File: src/rtl/alu_sequencer_if.sv
// Instruction-issue and ALU-side signal bundle for the ALU sequencer.
// The slave modport is the sequencer; the master modport is its environment.
interface alu_sequencer_if #(
  parameter int bit_size = 15
);
  logic                ins_valid;
  logic                ins_ready;
  logic [1:0]          ins_op;
  logic [bit_size:0]   ins_data;
  logic [bit_size:0]   alu_a;
  logic [bit_size:0]   alu_b;
  logic                ALUand;
  logic                ALUadd;
  logic [bit_size:0]   alu_out;
  logic [bit_size:0]   acc;
  logic                zero;
  logic                done;

  modport slave (
    input  ins_valid, ins_op, ins_data, alu_out,
    output ins_ready, alu_a, alu_b, ALUand, ALUadd, acc, zero, done
  );

  modport master (
    output ins_valid, ins_op, ins_data, alu_out,
    input  ins_ready, alu_a, alu_b, ALUand, ALUadd, acc, zero, done
  );
endinterface

File: src/rtl/alu_sequencer.sv
// Sequences one LOAD/AND/ADD/CLR instruction at a time through an external ALU
// into an accumulator: IDLE (accept) -> EXEC (ALU selects) -> WB (done pulse).
module alu_sequencer #(
  parameter int bit_size = 15
) (
  input  logic            clk,
  input  logic            rst_n,
  alu_sequencer_if.slave  bus
);
  localparam int W = bit_size + 1;

  localparam logic [1:0] OP_LOAD = 2'b00;
  localparam logic [1:0] OP_AND  = 2'b01;
  localparam logic [1:0] OP_ADD  = 2'b10;
  localparam logic [1:0] OP_CLR  = 2'b11;

  typedef enum logic [1:0] {
    S_IDLE = 2'd0,
    S_EXEC = 2'd1,
    S_WB   = 2'd2
  } state_t;

  state_t         r_state;
  state_t         w_next;
  logic           w_hs;
  logic [1:0]     r_op;
  logic [W-1:0]   r_data;
  logic [W-1:0]   r_acc;
  logic [W-1:0]   w_acc_next;
  logic           r_zero;
  logic           r_done;
  logic           r_and;
  logic           r_add;
  logic           r_ready;

  assign w_hs = bus.ins_valid & bus.ins_ready;

  // Next-state decode
  always_comb begin
    w_next = r_state;
    case (r_state)
      S_IDLE: begin
        if (w_hs) begin
          w_next = S_EXEC;
        end else begin
          w_next = S_IDLE;
        end
      end
      S_EXEC:  w_next = S_WB;
      S_WB:    w_next = S_IDLE;
      default: w_next = S_IDLE;
    endcase
  end

  // Accumulator value committed at the end of EXEC
  always_comb begin
    w_acc_next = r_acc;
    case (r_op)
      OP_AND:  w_acc_next = bus.alu_out;
      OP_ADD:  w_acc_next = bus.alu_out;
      OP_LOAD: w_acc_next = r_data;
      OP_CLR:  w_acc_next = {W{1'b0}};
      default: w_acc_next = r_acc;
    endcase
  end

  // State register
  always_ff @(posedge clk or negedge rst_n) begin
    if (!rst_n) begin
      r_state <= S_IDLE;
    end else begin
      r_state <= w_next;
    end
  end

  // Instruction capture and accumulator/zero update
  always_ff @(posedge clk or negedge rst_n) begin
    if (!rst_n) begin
      r_op   <= 2'b00;
      r_data <= {W{1'b0}};
      r_acc  <= {W{1'b0}};
      r_zero <= 1'b1;
    end else begin
      if ((r_state == S_IDLE) && w_hs) begin
        r_op   <= bus.ins_op;
        r_data <= bus.ins_data;
      end
      if (r_state == S_EXEC) begin
        r_acc  <= w_acc_next;
        r_zero <= (w_acc_next == {W{1'b0}});
      end
    end
  end

  // Registered control outputs; selects are high exactly during EXEC
  always_ff @(posedge clk or negedge rst_n) begin
    if (!rst_n) begin
      r_and   <= 1'b0;
      r_add   <= 1'b0;
      r_done  <= 1'b0;
      r_ready <= 1'b1;
    end else begin
      r_and   <= (w_next == S_EXEC) && (bus.ins_op == OP_AND);
      r_add   <= (w_next == S_EXEC) && (bus.ins_op == OP_ADD);
      r_done  <= (w_next == S_WB);
      r_ready <= (w_next == S_IDLE);
    end
  end

  assign bus.ins_ready = r_ready & rst_n;
  assign bus.alu_a     = r_acc;
  assign bus.alu_b     = r_data;
  assign bus.ALUand    = r_and;
  assign bus.ALUadd    = r_add;
  assign bus.acc       = r_acc;
  assign bus.zero      = r_zero;
  assign bus.done      = r_done;
endmodule

File: src/flat_wrapper.sv
// flat-port wrapper written by rule: the top's interface ports become plain ports
module alu_sequencer_flat 
#(
  parameter int bit_size = 15
)
  (clk, rst_n, bus_ins_valid, bus_ins_op, bus_ins_data, bus_alu_out, bus_ins_ready, bus_alu_a, bus_alu_b, bus_ALUand, bus_ALUadd, bus_acc, bus_zero, bus_done);
  alu_sequencer_if #(.bit_size(bit_size)) bus_i ();
  input  logic clk;
  input  logic rst_n;
  input wire logic [$bits(bus_i.ins_valid)-1:0] bus_ins_valid;
  input wire logic [$bits(bus_i.ins_op)-1:0] bus_ins_op;
  input wire logic [$bits(bus_i.ins_data)-1:0] bus_ins_data;
  input wire logic [$bits(bus_i.alu_out)-1:0] bus_alu_out;
  output wire logic [$bits(bus_i.ins_ready)-1:0] bus_ins_ready;
  output wire logic [$bits(bus_i.alu_a)-1:0] bus_alu_a;
  output wire logic [$bits(bus_i.alu_b)-1:0] bus_alu_b;
  output wire logic [$bits(bus_i.ALUand)-1:0] bus_ALUand;
  output wire logic [$bits(bus_i.ALUadd)-1:0] bus_ALUadd;
  output wire logic [$bits(bus_i.acc)-1:0] bus_acc;
  output wire logic [$bits(bus_i.zero)-1:0] bus_zero;
  output wire logic [$bits(bus_i.done)-1:0] bus_done;
  assign bus_i.ins_valid = bus_ins_valid;
  assign bus_i.ins_op = bus_ins_op;
  assign bus_i.ins_data = bus_ins_data;
  assign bus_i.alu_out = bus_alu_out;
  assign bus_ins_ready = bus_i.ins_ready;
  assign bus_alu_a = bus_i.alu_a;
  assign bus_alu_b = bus_i.alu_b;
  assign bus_ALUand = bus_i.ALUand;
  assign bus_ALUadd = bus_i.ALUadd;
  assign bus_acc = bus_i.acc;
  assign bus_zero = bus_i.zero;
  assign bus_done = bus_i.done;
  alu_sequencer #(.bit_size(bit_size)) u_core (.clk(clk), .rst_n(rst_n), .bus(bus_i));
endmodule
File: config.mk
export PLATFORM = sky130hd
export DESIGN_NAME = alu_sequencer_flat
export DESIGN_NICKNAME = d
export VERILOG_FILES = /design/src/rtl/alu_sequencer_if.sv /design/src/rtl/alu_sequencer.sv /design/src/flat_wrapper.sv
export SDC_FILE = /design/constraint.sdc
export NUM_CORES = 1
export LEC_CHECK = 0
export ABC_AREA = 1
export CAP_MARGIN = 30
export CORE_UTILIZATION = 45
export DETAILED_ROUTE_END_ITERATION = 8
export PLACE_DENSITY = 0.86
export REMOVE_ABC_BUFFERS = 1
export SLEW_MARGIN = 20
export SYNTH_ARGS = -nofsm -noshare
export SYNTH_HDL_FRONTEND = slang
export SYNTH_SLANG_ARGS = --single-unit
File: constraint.sdc
create_clock -name clk -period 3.5 [get_ports clk]
set_input_delay 0.35 -clock clk [delete_from_list [all_inputs] [get_ports clk]]
set_output_delay 0.35 -clock clk [all_outputs]
set_load 0.01 [all_outputs]
# Yosys cells after proc, flatten, opt, wreduce, memory -nomap -nowiden
# Cells that the tools add are included.
# classes
n_eq_ne,8
mux,3
n_bitwise,2
reduce_logical,8
# ops
op,count
one-hot mux 16 bit (3 select lines),1
zero test 16 bit,1
equality test 2 x 1 -> 1 bit (second input constant),4
equality test 2 bit (second input constant),4
zero test 2 bit,3
one-hot mux 2 bit (2 select lines),1
logical AND 1 bit,3
AND 1 bit,2
OR reduction 2 bit,1
two-way mux 1 bit,1
# word_totals
regBits,41
input_bits,37
output_inout_bits,53
wordCells,30

# Logic depth before layout (Yosys ltp)
# Gate-level depths: netlist of the first run.
# logic_depth
depth_word,6
depth_mapped,12
mapped_depth_nobuf,10

# Worst setup path before layout of the first run
# OpenSTA, ideal clock, no wires.
# synth_timing
path_kind,reg-to-reg
from,reg u_core.r_op[0]
to,"reg u_core.r_zero, in the netlist u_core.bus.zero"
setup_ns,0.061
arrival_ns,1.353
t_required_ns,3.439
path_slack_ns,2.086
stages_incl_launch_ff,12
path_buffers,2
period_less_slack_ns,1.414
path_cell_list,dfrtp_1 > inv_1 > ha_1 > buf_6 > buf_4 > nand2_1 > nand2_1 > nor2_1 > nand2_1 > nor2_1 > nand2_1 > nand2_1
# synth_between
elab_chain_len,4
elab_cells_between_ends,7
classes_between,eq/ne (3); mux (1); reduce/logical (3)
# synth_rtl
item,line,text
from (decl),alu_sequencer.sv:26,logic [1:0] r_op;
from (signal assigned),alu_sequencer.sv:85,r_op <= bus.ins_op;
equality test 2 x 1 -> 1 bit or equality test 2 bit (tied branches),alu_sequencer.sv:58,case (r_op)
OR reduction 2 bit (no line),n/a,
one-hot mux 16 bit (3 select lines) *,alu_sequencer.sv:58,
zero test 16 bit *,alu_sequencer.sv:90,r_zero <= (w_acc_next == {W{1'b0}});
to (signal assigned),alu_sequencer.sv:90,
to (decl),alu_sequencer.sv:30,logic r_zero;
# Mark *: on every way between the ends. The rest lies on a longest branch, timed or not.
# A chain may end at the register's enable or synchronous reset.

# Worst setup path after layout of the first run
# Ends and elaborated chain as after synthesis.

==> results of run 1 <==
kinds of logic after synthesis:
family	synth area share, %
buf+inv	11.8
fa+ha+maj	0.622
simple gates	30.7
flops	51.2
compound gates	5.79
area by class of cell:
class	count	area (sq um)	share of cell area, %
Multi-Input combinational cell	156	746	26.2
Timing Repair Buffer	90	893	31.3
Inverter	7	31.3	1.10
Clock buffer	8	90.1	3.16
Sequential cell	41	1030	36.1
Tap cell	50	62.6	2.19
worst paths after layout:
check	startpoint	slack, ns	end	cells after the start
max in group asynchronous	rst_n	2.98	u_core.r_ready	2
min in group clk	u_core.bus.zero	0.49	u_core.bus.zero	2
max reg2reg	u_core.r_op[0]	1.45	u_core.bus.zero	10
min	rst_n	0.16	u_core.bus.acc[3]	2
min reg2reg	u_core.bus.zero	0.49	u_core.bus.zero	2
max	u_core.r_op[0]	1.45	u_core.bus.zero	10
per-layer routing:
metal,vias to the layer above,GRT usage (%)
met1,814,27.0
met4,0,8.93
met2,62,39.1
li1,860,-
met3,7,4.93
met5,-,0
sequential cells by signal, indices dropped and copies added (netlist names):
register,count
u_core.bus.acc,16
u_core.bus.alu_b,16
u_core.r_op,2
u_core.r_state,2
u_core.bus.ALUadd,1
u_core.bus.ALUand,1
u_core.bus.done,1
u_core.bus.zero,1
u_core.r_ready,1
power groups by stage:
stage / clock network [mW] / registers [mW] / logic [mW]
floorplan: 0 / 0.869 / 0.376
global placement: 0 / 0.761 / 1.09
detailed placement: 0 / 0.770 / 1.12
CTS: 0.322 / 0.761 / 1.12
global route: 0.348 / 0.780 / 1.22
finish: 0.315 / 0.758 / 1.11
per-stage QoR:
step	hold WS, ns	power (mW)
finish	0.158	2.18
global route	0.196	2.35
CTS	0.169	2.20
detailed placement	0.483	1.89
global placement	0.478	1.85
floorplan	0.0544	1.25
cell usage after synthesis, drive strengths merged:
cell type | n | area [sq um]
inv | 7 | 31.3
nand4 | 1 | 21.3
nand2 | 88 | 333
ha | 1 | 12.5
buf | 27 | 205
o21ai | 3 | 15.0
o21a | 1 | 7.51
dfrtp | 39 | 976
nand3 | 17 | 140
a31oi | 15 | 93.8
dfstp | 2 | 52.6
nor2 | 30 | 123
==> metrics.cfg, run 1 <==
[setup_path]
path_delay_family=adder cells
criticalPathCategory=flip-flop to flip-flop
cp_max_fo=17
cp-end-kind=flip-flop
slowest_stage=ha_1
start_kind=flip-flop
crit_path_cell_trace=inv_1, ha_1, inv_6, nand3_1, nand2_1, nor2_1, nand2_1, nor2_1, nand2_1, nand2_1
cp.required_ns=3.74
cp.arrival_ns=2.29
crit_buf_inv=2
worst_path_most_repeated_cell=nand2_1
cpPeakStageDelay_ns=0.74

[clock_network]
post_cts.repair.setup_buffers=0
numCtsBuffers=5
path_clk_slew_ns=0.07
clockBufferDepth=2
hold_buffers=0
cts_tree=built
cts-root-buf=clkbuf_8
clkLatencyLatePin_ns=0.30
ctsResizeCount=0
clkSinkCount=41
htreeDepth=2

[detailed_routing]
post_drt_wl_per_cell_um=13.8
drt-initial-drc-count=97
top_layer=met4
wl_met3_um=334
finalWirelength_mm=4.84
vias=1743
remaining_drc_errors=0
avgViaCountPerCell=4.95
met1_length_mm=2.01
antenna_left=0
routed-wl-met2_mm=2.42
drt-pass1-iter-count=4

[final_layout]
drive_gt1_share_pct=9.60
final_common_cell=clkdlybuf4s50_1
final_cells=352
fill_cells=343
insertedDiodeCount=0
layout_common_cells=88 x clkdlybuf4s50_1, 87 x nand2_1, 39 x dfrtp_1, 28 x nor2_1, 15 x a31oi_1
finish.utilization_pct=68.8
area_growth_pct=41.8
final_design_area_no_fill_sq_mm=0.00285
layout.nets=339

[timing]
setup_viol=0
setup_ws_ns=1.45
fmax_ghz=0.488
slew_headroom_pct=45.3
worst_slew_pin_slew_ns=0.821
tns_ns=0
rsz0062_at_grt=no
finalMaxSlewViolations=0
period_minus_slack_ns=2.05
period_share_pct=58.5
hold_viol_final=0
fin_skew_ns=0.00594

[yosys]
postSynthAreaPerCell_sq_um=8.70
synth_seq_cells=41
synth_area_sq_mm=0.00201
ys_warn_count=0
synth_cell_types=22
ys_seq_area_share_pct=51.2
synth_cells=231

[pwr]
seqPwrFrac_pct=34.7
irDropWorstVdd_v=0.000384
p_clk_share_pct=14.5
p_sw_uw=808
internal_power_mw=1.37
pwr-share-comb_pct=50.8
p_sw_share_pct=37.1
powerDensity_mw_per_mm2=765
p_leak_nw=1.30

[placed_design]
place_inst=344
pre_cts_ws_ns=1.48
post_dp_cell_area_sq_mm=0.00276
dp_hpwl_mm=3.45
routabilityCongestion=0.802
numPortBuffers=89

[die]
die_area_sq_mm=0.00474
rows=23
dieHeight_um=68.8
start_util_pct=48.5
ios=90
die_w_um=68.8
coreArea_sq_mm=0.00414

[global_routing]
grt_pass1_vias=1634
grt_pass1_wl_mm=7.62
grt_max_degree=42
grt_remaining_overflow=0
track_usage_pct=22.5
antenna_found_initial=0

[outcome]
status=completed

[flow_run]
max_cap_viol_count=0

[worst_hold_path]
hold_class=primary input to async pin

(Power assumes the default switching activity.)
==> run 2: changes to the inputs <==
- CORE_UTILIZATION: 45 -> 42
- PLACE_DENSITY: 0.86 -> 0.81
- clock period: 3.5 -> 2.1 ns (I/O delays scaled with it)
==> metrics.cfg, run 2 (same netlist as run 1, synthesis figures left out) <==
[setup_path]
cp_max_fo=2  ; -15
crit_buf_inv=2  ; unchanged
path_delay_family=buffers and inverters
r2r.worst_path.cells=11  ; +1
cpPeakStageDelay_ns=0.55  ; -0.19 ns
start_kind=flip-flop
cp-end-kind=primary output
ff2ff_setup_slack_ns=0.48  ; -0.97 ns
regToRegStartpoint=u_core.r_op[0]
criticalPathCategory=flip-flop to primary output
crit_path_cell_trace=nand2_1, inv_1, clkdlybuf4s50_1
cp.arrival_ns=1.51  ; -0.78 ns
timing.rr.end=u_core.bus.zero
slowest_stage=clkdlybuf4s50_1
cp.required_ns=1.89  ; -1.85 ns

[clock_network]
clockBufferDepth=2  ; unchanged
cts_tree=built
cts-root-buf=clkbuf_8
post_cts.repair.setup_buffers=0  ; unchanged
htreeDepth=2  ; unchanged
clkLatencyLatePin_ns=0.29  ; about the same
numCtsBuffers=5  ; unchanged
clkSinkCount=41  ; unchanged
path_clk_slew_ns=0.08  ; about the same
ctsResizeCount=0  ; unchanged
hold_buffers=0  ; unchanged

[pwr]
internal_power_mw=2.43  ; +77%
irDropWorstVdd_v=0.000767  ; +100%
p_leak_nw=1.34  ; +2.5%
p_clk_share_pct=17.2  ; +2.7 points
pwr-share-comb_pct=49.3  ; -1.5 points
p_sw_mw=1.37  ; +70%
p_sw_share_pct=36.1  ; -0.96 points
seqPwrFrac_pct=33.5  ; -1.2 points
powerDensity_mw_per_mm2=1300  ; +71%
p_total_mw=3.80  ; +74%

[global_routing]
grt_pass1_wl_mm=8.34  ; +9.3%
grt_max_degree=42  ; unchanged
track_usage_pct=21.3  ; -1.3 points
grt_pass1_vias=1794  ; +9.8%
grt_remaining_overflow=0  ; unchanged
antenna_found_initial=0  ; unchanged

[timing]
tns_ns=0  ; unchanged
period_minus_slack_ns=1.72
period_share_pct=81.9
fin_skew_ns=0.00747  ; +0.00153 ns
rsz0062_at_grt=no
hold_viol_final=0  ; unchanged
setup_viol=0  ; unchanged
fmax_ghz=0.582
finalMaxSlewViolations=0  ; unchanged
slew_headroom_pct=65.5  ; +20 points
worst_slew_pin_slew_ns=0.518  ; -0.303 ns

[detailed_routing]
drt-pass1-iter-count=9  ; +5
post_drt_wl_per_cell_um=13.9  ; +1.0%
remaining_drc_errors=8  ; +8
avgViaCountPerCell=4.99  ; +0.69%
drt-initial-drc-count=186  ; +92%
antenna_left=0  ; unchanged
finalWirelength_mm=4.97  ; +2.7%
vias=1785  ; +2.4%

[final_layout]
layout_common_cells=88 x clkdlybuf4s50_1, 87 x nand2_1, 39 x dfrtp_1, 28 x nor2_1, 15 x a31oi_1
final_common_cell=clkdlybuf4s50_1
fill_cells=357  ; +4.1%
final_design_area_no_fill_sq_mm=0.00291  ; +2.1%
area_growth_pct=44.7
insertedDiodeCount=0  ; unchanged
layout.nets=343  ; +1.2%
drive_gt1_share_pct=11.1  ; +1.5 points

[outcome]
status=complete, but fails checks
violations=design-rule violations

[die]
die_area_sq_mm=0.00507  ; +6.9%
ios=90  ; unchanged
start_util_pct=44.9  ; -3.6 points
dieHeight_um=71.2  ; +3.4%
die_w_um=71.2  ; +3.4%
rows=24  ; +4.3%
coreArea_sq_mm=0.00447  ; +8.0%

[placed_design]
numPortBuffers=89  ; unchanged
dp_hpwl_mm=3.55  ; +3.1%
post_dp_cell_area_sq_mm=0.00279  ; +1.2%
routabilityCongestion=0.754  ; -6.0%

[flow_run]
max_cap_viol_count=0  ; unchanged

[worst_hold_path]
hold_class=primary input to async pin

-- run 2: routing by layer --
metal / vias to the layer above / GRT usage (%) / wire length, um
met5: - / 0 / 0
met4: 0 / 5.33 / 42
met3: 6 / 6.55 / 325
met2: 61 / 36.6 / 2450
met1: 846 / 26.0 / 2160
li1: 872 / - / -
-- run 2: power by group through the flow --
| stage | Sequential [mW] | Combinational [mW] | Clock (mW) |
|---|---|---|---|
| after floorplan | 1.45 | 0.627 | 0 |
| after global placement | 1.28 | 1.82 | 0 |
| after detailed placement | 1.29 | 1.87 | 0 |
| after CTS | 1.28 | 1.89 | 0.667 |
| after global routing | 1.31 | 2.03 | 0.698 |
| final | 1.27 | 1.87 | 0.653 |
-- run 2: layout make-up --
cell class / count / area, sq um / area share (%)
Clock inverter: 1 / 30.0 / 1.03
Sequential cell: 41 / 1030 / 35.3
Clock buffer: 7 / 86.3 / 2.97
Timing Repair Buffer: 94 / 923 / 31.7
Inverter: 7 / 31.3 / 1.07
Multi-Input combinational cell: 156 / 746 / 25.6
Tap cell: 52 / 65.1 / 2.24
-- run 2: through the flow --
stage | setup WS (ns) | std cells | utilization, % | hold slack, ns
final | 0.380 | 358 | 65.0 | 0.00947
after global routing | 0.281 | 358 | 65.0 | 0.0606
after global placement | 0.543 | 350 | 62.4 | 0.344
after CTS | 0.357 | 358 | 65.0 | 0.0362
after floorplan | 0.521 | 204 | - | -0.0856
after detailed placement | 0.498 | 350 | 62.4 | 0.354
-- run 2: worst max path at each step --
stage,startpoint,slack (ns),end,cells after the start
after floorplan,u_core.r_op[0],0.52,u_core.bus.zero,10
final,u_core.r_ready,0.38,bus_ins_ready,3
after global placement,u_core.r_op[0],0.54,u_core.bus.zero,11
after global routing,u_core.r_op[1],0.28,u_core.bus.zero,11
after detailed placement,u_core.r_op[1],0.50,u_core.bus.zero,11
after CTS,u_core.r_ready,0.36,bus_ins_ready,3
==> run 3: changes to the inputs <==
- clock period: 2.1 -> 1.6 ns (I/O delays scaled with it)
==> metrics.cfg, run 3 (same netlist as run 1, synthesis figures left out) <==
[outcome]
status=complete, but fails checks
violations=design-rule violations

[global_routing]
track_usage_pct=20.8  ; -0.50 points
use_met2_pct=35.1  ; -1.5 points
grt_remaining_overflow=0  ; unchanged
grt-busiest-layer=met2
grt_pass1_vias=1724  ; -3.9%
grt_pass1_wl_mm=8.11  ; -2.7%
antenna_found_initial=0  ; unchanged
grt_max_degree=42  ; unchanged
grt_use_met3_pct=5.98  ; -0.57 points
grt_use_met1_pct=26.2  ; +0.13 points

[final_layout]
layout_common_cells=87 x nand2_1, 87 x clkdlybuf4s50_1, 39 x dfrtp_1, 28 x nor2_1, 15 x a31oi_1
final_design_area_no_fill_sq_mm=0.00291  ; unchanged
drive_gt1_share_pct=11.4  ; +0.25 points
area_growth_pct=44.7  ; unchanged
final_cells=360  ; +0.56%
insertedDiodeCount=0  ; unchanged
fill_cells=386  ; +8.1%
layout.nets=345  ; +0.58%

[timing]
period_minus_slack_ns=1.51
tns_ns=0  ; unchanged
period_share_pct=94.2
rsz0062_at_grt=no
hold_viol_final=0  ; unchanged
fin_skew_ns=0.00553  ; -0.00194 ns
finalMaxSlewViolations=0  ; unchanged
worst_slew_pin_slew_ns=0.497  ; -0.0208 ns
slew_headroom_pct=66.9  ; +1.4 points
setup_viol=0  ; unchanged
fmax_ghz=0.664

[clock_network]
cts_tree=built
post_cts.repair.setup_buffers=0  ; unchanged
path_clk_slew_ns=0.07  ; about the same
clkSinkCount=41  ; unchanged
cts-root-buf=clkbuf_8
clockBufferDepth=2  ; unchanged
numCtsBuffers=5  ; unchanged
htreeDepth=2  ; unchanged
clkLatencyLatePin_ns=0.29  ; about the same

[die]
die_area_sq_mm=0.00507  ; unchanged
die_w_um=71.2  ; unchanged
start_util_pct=44.9  ; unchanged
dieHeight_um=71.2  ; unchanged
rows=24  ; unchanged
coreArea_sq_mm=0.00447  ; unchanged
ios=90  ; unchanged

[setup_path]
path_delay_family=flip-flops
cpPeakStageDelay_ns=0.53  ; -0.02 ns
cp.arrival_ns=1.35  ; -0.16 ns
ff2ff_setup_slack_ns=0.17  ; -0.31 ns
crit_buf_inv=1  ; -1
cp_max_fo=2  ; unchanged
r2r.worst_path.cells=10  ; -1
regToRegStartpoint=u_core.r_op[1]
start_kind=flip-flop
crit_path_cell_trace=clkdlybuf4s50_1
cp.required_ns=1.44  ; -0.45 ns
criticalPathCategory=flip-flop to primary output
cp-end-kind=primary output
slowest_stage=dfstp_2
timing.rr.end=u_core.bus.zero

[pwr]
irDropWorstVdd_v=0.000754  ; -1.7%
powerDensity_mw_per_mm2=1650  ; +27%
p_leak_nw=1.33  ; -0.39%

[detailed_routing]
drt-pass1-iter-count=7  ; -2
drt-initial-drc-count=191  ; +2.7%
post_drt_wl_per_cell_um=13.3  ; -4.2%
vias=1784  ; -0.056%
antenna_left=0  ; unchanged
finalWirelength_mm=4.79  ; -3.7%
avgViaCountPerCell=4.96  ; -0.61%
remaining_drc_errors=8  ; unchanged

[worst_hold_path]
hold_class=primary input to flip-flop
holdPathStages=3
hold_start=bus_ins_data[12]
holdPathEnd=u_core.bus.alu_b[12]

[placed_design]
routabilityCongestion=0.767  ; +1.8%
numPortBuffers=89  ; unchanged
place_inst=351  ; +0.29%
post_dp_cell_area_sq_mm=0.00280  ; +0.27%
dp_hpwl_mm=3.48  ; -2.1%

[flow_run]
max_cap_viol_count=0  ; unchanged

[run 3: cell count changes in the layout (fill, tap and decap cells not counted)]
cell,delta
dlygate4sd3_1,+1
inv_1,-1
clkbuf_1,+2
ha_4,+1
clkdlybuf4s50_1,-1
dlygate4sd2_1,+1
ha_1,-1
bufinv_16,-1
inv_2,+1
clkbuf_8,-1
buf_8,+1
[run 3: cell type report]
| type | count | area (sq um) | area share, % |
|---|---|---|---|
| Sequential cell | 41 | 1030 | 35.3 |
| Timing Repair Buffer | 96 | 947 | 32.5 |
| Multi-Input combinational cell | 156 | 758 | 26.1 |
| Clock buffer | 8 | 80.1 | 2.75 |
| Tap cell | 52 | 65.1 | 2.24 |
| Inverter | 7 | 31.3 | 1.07 |
[run 3: through the flow]
stage | power (mW) | utilization (%) | worst slack [ns] | hold slack [ns]
after floorplan | 2.72 | - | 0.0210 | -0.136
after global placement | 4.09 | 62.6 | 0.0908 | 0.296
after detailed placement | 4.16 | 62.6 | 0.0716 | 0.302
after CTS | 4.81 | 64.6 | 0.0377 | 0.390
after global routing | 5.15 | 65.0 | 0.0128 | 0.414
final | 4.81 | 65.0 | 0.0933 | 0.399
[run 3: worst max-delay path by stage]
stage               startpoint              end  depth (start not counted)
2_1_floorplan   u_core.r_op[0]  u_core.bus.zero                         10
3_5_place_dp    u_core.r_op[0]  u_core.bus.zero                         10
5_1_grt         u_core.r_op[1]  u_core.bus.zero                         10
4_1_cts         u_core.r_op[0]  u_core.bus.zero                         10
6_report       u_core.bus.zero         bus_zero                          1
3_3_place_gp    u_core.r_op[0]  u_core.bus.zero                         10
[run 3: timing repair]
| item | 4_1_cts | 5_1_grt |
|---|---|---|
| setup endpoints to repair | 1 | 1 |
| hold endpoints to repair | 39 | 0 |
| resized for setup | 1 | 5 |
| gates cloned | 0 | 0 |
| hold buffers | 1 | 0 |
[run 3: metal layers]
metal | part of all wire, % | up-vias
met3 | 8.5 | 4
met2 | 50 | 82
met4 | 0.92 | 0
met1 | 41 | 828
met5 | 0 | -
li1 | - | 870
[run 3: worst reg2reg max path: stages, from the launching register on]
cell	delay [ns]
dfrtp_1	0.36
inv_1	0.11
ha_4	0.23
buf_8	0.15
nand2_1	0.08
nand2_1	0.06
nor2_1	0.10
nand2_1	0.08
nor2_1	0.10
nand2_1	0.05
nand2_1	0.05
[run 3: power breakdown]
| part | leakage, nW | internal [mW] | switching, mW |
|---|---|---|---|
| sequential | 0.493 | 1.38 | 0.285 |
| clock | 0.0395 | 0.310 | 0.339 |
| combinational | 0.797 | 1.36 | 1.15 |
